$ cat src/rtl/axixl_lite_traffic_gen.sv
// AXI4-Lite master traffic generator: writes an incrementing pattern to an address
// window, optionally reads it back, and reports mismatch/timeout status.
module axixl_lite_traffic_gen #(
  parameter int C_M_AXI_ADDR_WIDTH = 32,
  parameter int C_M_AXI_DATA_WIDTH = 32,
  parameter int C_NUM_TXN = 4,
  parameter logic [C_M_AXI_ADDR_WIDTH-1:0] C_BASE_ADDR = '0,
  parameter logic [C_M_AXI_DATA_WIDTH-1:0] C_SEED = C_M_AXI_DATA_WIDTH'(1),
  parameter int C_MODE = 0,
  parameter int C_TIMEOUT = 1024
) (
  input  logic                              ACLK,
  input  logic                              ARESETN,
  input  logic                              INIT_AXI_TXN,
  output logic                              TXN_DONE,
  output logic                              ERROR,
  output logic                              BUSY,
  output logic [15:0]                       ERR_COUNT,
  output logic [7:0]                        FIRST_ERR_IDX,
  output logic                              TIMEOUT_FLAG,
  output logic [C_M_AXI_ADDR_WIDTH-1:0]     M_AXI_AWADDR,
  output logic [2:0]                        M_AXI_AWPROT,
  output logic                              M_AXI_AWVALID,
  input  logic                              M_AXI_AWREADY,
  output logic [C_M_AXI_DATA_WIDTH-1:0]     M_AXI_WDATA,
  output logic [C_M_AXI_DATA_WIDTH/8-1:0]   M_AXI_WSTRB,
  output logic                              M_AXI_WVALID,
  input  logic                              M_AXI_WREADY,
  input  logic [1:0]                        M_AXI_BRESP,
  input  logic                              M_AXI_BVALID,
  output logic                              M_AXI_BREADY,
  output logic [C_M_AXI_ADDR_WIDTH-1:0]     M_AXI_ARADDR,
  output logic [2:0]                        M_AXI_ARPROT,
  output logic                              M_AXI_ARVALID,
  input  logic                              M_AXI_ARREADY,
  input  logic [C_M_AXI_DATA_WIDTH-1:0]     M_AXI_RDATA,
  input  logic [1:0]                        M_AXI_RRESP,
  input  logic                              M_AXI_RVALID,
  output logic                              M_AXI_RREADY
);

  localparam int AW       = C_M_AXI_ADDR_WIDTH;
  localparam int DW       = C_M_AXI_DATA_WIDTH;
  localparam int ADDR_LSB = $clog2(DW / 8);
  localparam int TW       = $clog2(C_TIMEOUT + 1);
  localparam logic [7:0]    LAST_IDX = 8'(C_NUM_TXN - 1);
  localparam logic [TW-1:0] TMO_MAX  = TW'(C_TIMEOUT);

  typedef enum logic [2:0] {IDLE, WR_ADDR, WR_RESP, RD_ADDR, RD_DATA, DONE} state_t;

  state_t          state_q, state_d;
  logic [7:0]      idx_q, idx_d;
  logic            issued_q, issued_d;
  logic            init_q, init_dly_q;
  logic            awvalid_q, awvalid_d, wvalid_q, wvalid_d, bready_q, bready_d;
  logic            arvalid_q, arvalid_d, rready_q, rready_d;
  logic [AW-1:0]   addr_q, addr_d;
  logic [DW-1:0]   data_q, data_d;
  logic            txn_done_q, txn_done_d, error_q, error_d, busy_q, busy_d;
  logic [15:0]     err_cnt_q, err_cnt_d;
  logic [7:0]      first_idx_q, first_idx_d;
  logic            tmo_flag_q, tmo_flag_d;
  logic [TW-1:0]   tmo_cnt_q, tmo_cnt_d;

  logic            start_rise, beat_fail, waiting;
  logic [AW-1:0]   beat_addr;
  logic [DW-1:0]   beat_data;

  assign start_rise = init_q & ~init_dly_q;
  assign beat_addr  = C_BASE_ADDR + (AW'(idx_q) << ADDR_LSB);
  assign beat_data  = C_SEED + DW'(idx_q);
  assign waiting    = state_q inside {WR_ADDR, WR_RESP, RD_ADDR, RD_DATA};

  always_comb begin
    state_d     = state_q;
    idx_d       = idx_q;
    issued_d    = issued_q;
    awvalid_d   = awvalid_q;
    wvalid_d    = wvalid_q;
    bready_d    = bready_q;
    arvalid_d   = arvalid_q;
    rready_d    = rready_q;
    addr_d      = addr_q;
    data_d      = data_q;
    txn_done_d  = txn_done_q;
    error_d     = error_q;
    busy_d      = busy_q;
    err_cnt_d   = err_cnt_q;
    first_idx_d = first_idx_q;
    tmo_flag_d  = tmo_flag_q;
    tmo_cnt_d   = tmo_cnt_q;
    beat_fail   = 1'b0;

    case (state_q)
      IDLE, DONE: begin
        if (start_rise) begin
          state_d     = (C_MODE == 2) ? RD_ADDR : WR_ADDR;
          idx_d       = '0;
          issued_d    = 1'b0;
          txn_done_d  = 1'b0;
          busy_d      = 1'b1;
          error_d     = 1'b0;
          err_cnt_d   = '0;
          first_idx_d = '1;
          tmo_flag_d  = 1'b0;
        end
      end
      // First cycle in the state loads the beat and raises VALID; handshakes follow.
      WR_ADDR: begin
        if (!issued_q) begin
          awvalid_d = 1'b1;
          wvalid_d  = 1'b1;
          issued_d  = 1'b1;
          addr_d    = beat_addr;
          data_d    = beat_data;
        end else begin
          if (M_AXI_AWREADY) awvalid_d = 1'b0;
          if (M_AXI_WREADY)  wvalid_d  = 1'b0;
          if (!awvalid_d && !wvalid_d) begin
            state_d  = WR_RESP;
            bready_d = 1'b1;
            issued_d = 1'b0;
          end
        end
      end
      WR_RESP: begin
        if (M_AXI_BVALID) begin
          bready_d  = 1'b0;
          beat_fail = (M_AXI_BRESP != 2'b00);
          if (idx_q == LAST_IDX) begin
            idx_d   = '0;
            state_d = (C_MODE == 0) ? RD_ADDR : DONE;
          end else begin
            idx_d   = idx_q + 8'd1;
            state_d = WR_ADDR;
          end
        end
      end
      RD_ADDR: begin
        if (!issued_q) begin
          arvalid_d = 1'b1;
          issued_d  = 1'b1;
          addr_d    = beat_addr;
          data_d    = beat_data;
        end else if (M_AXI_ARREADY) begin
          arvalid_d = 1'b0;
          rready_d  = 1'b1;
          issued_d  = 1'b0;
          state_d   = RD_DATA;
        end
      end
      RD_DATA: begin
        if (M_AXI_RVALID) begin
          rready_d  = 1'b0;
          beat_fail = (M_AXI_RRESP != 2'b00) || (M_AXI_RDATA != data_q);
          if (idx_q == LAST_IDX) begin
            idx_d   = '0;
            state_d = DONE;
          end else begin
            idx_d   = idx_q + 8'd1;
            state_d = RD_ADDR;
          end
        end
      end
      default: state_d = IDLE;
    endcase

    if (state_d == DONE && state_q != DONE) begin
      txn_done_d = 1'b1;
      busy_d     = 1'b0;
    end

    if (beat_fail) begin
      error_d = 1'b1;
      if (err_cnt_q != 16'hFFFF) err_cnt_d = err_cnt_q + 16'd1;
      if (first_idx_q == 8'hFF)  first_idx_d = idx_q;
    end

    // The watchdog only flags; VALID stays up so the channel remains AXI-legal.
    if (state_d != state_q) begin
      tmo_cnt_d = '0;
    end else if (waiting && tmo_cnt_q != TMO_MAX) begin
      tmo_cnt_d = tmo_cnt_q + 1'b1;
      if (tmo_cnt_d == TMO_MAX) begin
        tmo_flag_d = 1'b1;
        error_d    = 1'b1;
      end
    end
  end

  always_ff @(posedge ACLK or negedge ARESETN) begin
    if (!ARESETN) begin
      state_q     <= IDLE;
      idx_q       <= '0;
      issued_q    <= 1'b0;
      init_q      <= 1'b0;
      init_dly_q  <= 1'b0;
      awvalid_q   <= 1'b0;
      wvalid_q    <= 1'b0;
      bready_q    <= 1'b0;
      arvalid_q   <= 1'b0;
      rready_q    <= 1'b0;
      addr_q      <= '0;
      data_q      <= '0;
      txn_done_q  <= 1'b0;
      error_q     <= 1'b0;
      busy_q      <= 1'b0;
      err_cnt_q   <= '0;
      first_idx_q <= 8'hFF;
      tmo_flag_q  <= 1'b0;
      tmo_cnt_q   <= '0;
    end else begin
      state_q     <= state_d;
      idx_q       <= idx_d;
      issued_q    <= issued_d;
      init_q      <= INIT_AXI_TXN;
      init_dly_q  <= init_q;
      awvalid_q   <= awvalid_d;
      wvalid_q    <= wvalid_d;
      bready_q    <= bready_d;
      arvalid_q   <= arvalid_d;
      rready_q    <= rready_d;
      addr_q      <= addr_d;
      data_q      <= data_d;
      txn_done_q  <= txn_done_d;
      error_q     <= error_d;
      busy_q      <= busy_d;
      err_cnt_q   <= err_cnt_d;
      first_idx_q <= first_idx_d;
      tmo_flag_q  <= tmo_flag_d;
      tmo_cnt_q   <= tmo_cnt_d;
    end
  end

  assign TXN_DONE      = txn_done_q;
  assign ERROR         = error_q;
  assign BUSY          = busy_q;
  assign ERR_COUNT     = err_cnt_q;
  assign FIRST_ERR_IDX = first_idx_q;
  assign TIMEOUT_FLAG  = tmo_flag_q;
  assign M_AXI_AWADDR  = addr_q;
  assign M_AXI_ARADDR  = addr_q;
  assign M_AXI_AWPROT  = 3'b000;
  assign M_AXI_ARPROT  = 3'b000;
  assign M_AXI_WDATA   = data_q;
  assign M_AXI_WSTRB   = '1;
  assign M_AXI_AWVALID = awvalid_q;
  assign M_AXI_WVALID  = wvalid_q;
  assign M_AXI_BREADY  = bready_q;
  assign M_AXI_ARVALID = arvalid_q;
  assign M_AXI_RREADY  = rready_q;

endmodule
$ cat config.mk
export PLATFORM = sky130hd
export DESIGN_NAME = axixl_lite_traffic_gen
export DESIGN_NICKNAME = d
export VERILOG_FILES = /design/src/rtl/axixl_lite_traffic_gen.sv
export SDC_FILE = /design/constraint.sdc
export NUM_CORES = 1
export LEC_CHECK = 0
export CAP_MARGIN = 20
export CORE_MARGIN = 4
export CORE_UTILIZATION = 49
export CTS_BUF_LIST = sky130_fd_sc_hd__clkbuf_8
export DETAILED_ROUTE_END_ITERATION = 8
export PLACE_DENSITY_LB_ADDON = 0.15
export SKIP_CTS_REPAIR_TIMING = 1
export SLEW_MARGIN = 25
export SYNTH_ARGS = -nofsm -noshare
export SYNTH_HDL_FRONTEND = slang
export SYNTH_SLANG_ARGS = --single-unit
$ cat constraint.sdc
create_clock -name ACLK -period 3.6 [get_ports ACLK]
set_clock_uncertainty 0.2 [all_clocks]
set_input_delay 0.54 -clock ACLK [delete_from_list [all_inputs] [get_ports ACLK]]
set_output_delay 0.54 -clock ACLK [all_outputs]
set_load 0.01 [all_outputs]
==> out/metrics.yaml <==
status:
  run_status: "finished, final reports clean"
cells_and_area:
  nets: 656
  number_of_filler_instances_in_the_final_layout: 838
  drive_gt1_share_pct: 6.04
  multi_input_area_um2: 2260
  layout.area.seq_um2: 1890
  most_frequent_cells_in_the_layout: "sky130_fd_sc_hd__clkdlybuf4s50_1 (100), sky130_fd_sc_hd__conb_1 (81), sky130_fd_sc_hd__dfrtp_1 (67)"
  most_common_cell_after_layout_fill_and_taps_aside: "sky130_fd_sc_hd__clkdlybuf4s50_1"
  area_overhead_of_the_layout_relative_to_synthesis_pct: 19.3
  num_antenna_cells: 0
grt:
  grt_pass1_wl_um: 17000
  globalRoute.totalOverflow: 0
  groute.usage.overall_pct: 18.3
  grt_antenna_before_repair: 0
  grt_start_max_net_pins: 43
  vias_in_the_first_global_route: 3511
power_and_ir_drop:
  ir_drop_mv: 0.376
  combinational_share_of_power_pct: 35.2
  power.internal_uw: 1930
  p_per_area_nw_per_um2: 535
  power.leakage_uw: 0.00244
  sum_of_internal_switching_and_leakage_power_uw: 3010
  p_sw_uw: 1070
  clock_power_share_pct: 24.2
  power.share.sequential_pct: 40.7
  switching_share_pct: 35.7
yosys:
  synth_enable_flop_cells: 0
  synth.yosys.warnings: 0
  synthArstFlopShare_pct: 100
  synth_area_um2: 4710
  synthesized_instance_count: 528
  synth_ff_type: "sky130_fd_sc_hd__dfrtp_1"
  netlist-cell-type-count: 58
  syn_avg_cell_area_um2: 8.92
  flops_latches_synth: 75
  share_of_the_yosys_chip_area_belonging_to_registers_pct: 40.1
sta:
  timing.final.crit_share_pct: 76.3
  setup-violations-final: 0
  timing.final.crit_period_ns: 2.75
  fin_tns_setup_ns: 0
  maxClockFrequency_mhz: 364
  rsz0062_at_grt: "false"
  timing.final.hold_violations: 0
  final_max_slew_viol_count: 0
  relSlewSlack_pct: 46.1
  tightestPinTransition_ns: 0.808
placed_design:
  port_buffer_count: 101
  finalWeightedCongestion: 0.836
  place_hpwl_um: 7900
clock_network:
  cts_max_path_buffers: 2
  cts_made_buffers: 9
  clk_pin_slew_worst_paths_ns: 0.08
  cts_root_buffer: "sky130_fd_sc_hd__clkbuf_8"
  ctsHtreeMaxLevel: 3
  cts_num_sinks: 75
  clock_network_latency_to_the_later_pin_of_the_worst_skew_pair_ns: 0.34
  tritoncts: "done"
die:
  start_util_pct: 50.7
  die_w_um: 106
  floorplan.io_pins: 183
  core-area_um2: 9280
  placementRows: 35
  die_area_um2: 11200
  die_h_um: 106
worst_hold_path:
  holdCritPathClass: "input port to async pin"
critical_path:
  crit_fanout: 22
  cp.buffers_inverters: 2
  endpoint_kind: "register"
  crit_family: "simple AND/OR/NAND/NOR gates"
  worstPathRequired_ns: 3.68
  worstPathArrival_ns: 2.83
  crit_chain: "clkdlybuf4s50_1 -> nor4_1 -> nand4_1 -> nor4_1 -> o21a_1 -> buf_4 -> or3_1 -> o22a_1"
  worstSetupPathType: "input port to register"
  timing.critical_path.slowest_stage_cell: "sky130_fd_sc_hd__nor4_1"
  startpoint_type: "input port"
  most_frequent_cp_cell: "sky130_fd_sc_hd__nor4_1"
  critical-path-max-stage-delay_ns: 0.57
routing:
  ant_nets: 0
  per_cell_via_count_in_the_routed_design: 5.00
  initialDrtViolationCount: 185
  wire_per_inst_um: 13.9
  dr_total_vias: 3710
  wl_um: 10400
  first_pass_iters: 4
  post-route-drc-count: 0
flow_run:
  maxCapViolCount: 0
## through the flow
stage	setup slack [ns]	utilization, %	cell area (µm²)	std cells	hold slack (ns)
6_report	0.853	60.5	5620	742	0.0791
5_1_grt	0.631	60.5	5620	742	0.149
4_1_cts	0.823	60.5	5620	742	0.105
3_5_place_dp	0.464	58.1	5390	726	0.197
3_3_place_gp	0.526	58.1	5390	726	0.193
2_1_floorplan	1.35	-	5000	607	0.0444
## power by group through the flow
stage	Clock, µW	Sequential [µW]	Combinational (µW)
6_report	727	1220	1060
5_1_grt	775	1250	1170
4_1_cts	744	1220	1070
3_5_place_dp	0	1240	1060
3_3_place_gp	0	1240	1050
2_1_floorplan	0	1220	731
## cells by family (layout without fill, tap and decap cells)
logic type / count (synthesis) / in the layout / share of synthesized area (%)
AOI/OAI and AO/OA: 92 / 92 / 12.5
xor gates and xnor gates: 29 / 29 / 5.55
adders and majority gates: 4 / 4 / 1.06
buffers and inverters: 124 / 130 / 18.2
DFF: 75 / 75 / 40.1
muxes: 5 / 5 / 1.06
other: 2 / 81 / 0.160
and+or+nand+nor: 197 / 197 / 21.4
## worst register-to-register path: stages, from the launching register on
cell	delay (ns)
sky130_fd_sc_hd__dfrtp_1	0.61
sky130_fd_sc_hd__nor3b_4	0.32
sky130_fd_sc_hd__nand2_1	0.17
sky130_fd_sc_hd__o21a_1	0.22
sky130_fd_sc_hd__buf_4	0.19
sky130_fd_sc_hd__or4b_2	0.65
sky130_fd_sc_hd__o211a_1	0.14
## final timing paths
kind | slack (ns) | endpoint | depth (start not counted) | start
setup / recovery | 0.85 | FIRST_ERR_IDX[3] | 8 | M_AXI_RDATA[19]
hold / removal | 0.08 | M_AXI_ARADDR[3] | 1 | ARESETN
max in group asynchronous | 2.36 | FIRST_ERR_IDX[5] | 2 | ARESETN
min in group ACLK | 0.21 | init_dly_q | 0 | init_q
setup reg to reg | 1.00 | ERR_COUNT[14] | 6 | state_q[2]
hold reg to reg | 0.21 | init_dly_q | 0 | init_q
## flip-flops by register name (all words and copies together), names as in the netlist
signal	cells
M_AXI_WVALID	1
init_dly_q	1
M_AXI_ARADDR	8
ERR_COUNT	16
ERROR	1
tmo_cnt_q	11
M_AXI_AWVALID	1
BUSY	1
init_q	1
TXN_DONE	1
FIRST_ERR_IDX	8
M_AXI_ARVALID	1
idx_q	8
TIMEOUT_FLAG	1
M_AXI_WDATA	9
M_AXI_BREADY	1
issued_q	1
state_q	3
M_AXI_RREADY	1
## cell usage after synthesis, drive strengths merged, types with 4 or more instances
cell type	instances	share of area, %
or3	9	1.2
dfrtp	67	36
nand3	28	3.0
buf	102	16
nand4	12	1.6
o22a	8	1.5
xor2	12	2.2
clkbuf	13	1.1
mux2i	5	1.1
nand2	61	4.9
nand2b	11	1.5
nor2	34	2.7
ha	4	1.1
o21ai	39	4.1
inv	9	0.72
nor4	6	0.80
and3	8	1.1
dfstp	8	4.5
a21oi	10	1.1
xnor2	17	3.3
o31ai	9	1.4
nor3	6	0.88
## area by class of cell
cell class	instances	share of cell area (%)
well taps	129	2.87
inverters	9	0.601
flip-flops and latches	75	33.6
clock buffers	10	2.45
clock inverters	6	1.58
multi-input cells	408	40.2
repair buffers	105	18.7
## per-layer routing
metal,track usage (%),share of wire [%],vias up
met2,30.5,47,157
met4,5.37,1.3,0
met3,3.34,7.0,13
li1,-,-,1804
met1,24.5,45,1736
met5,0,0,-
Power figures use the tool's default switching activity.
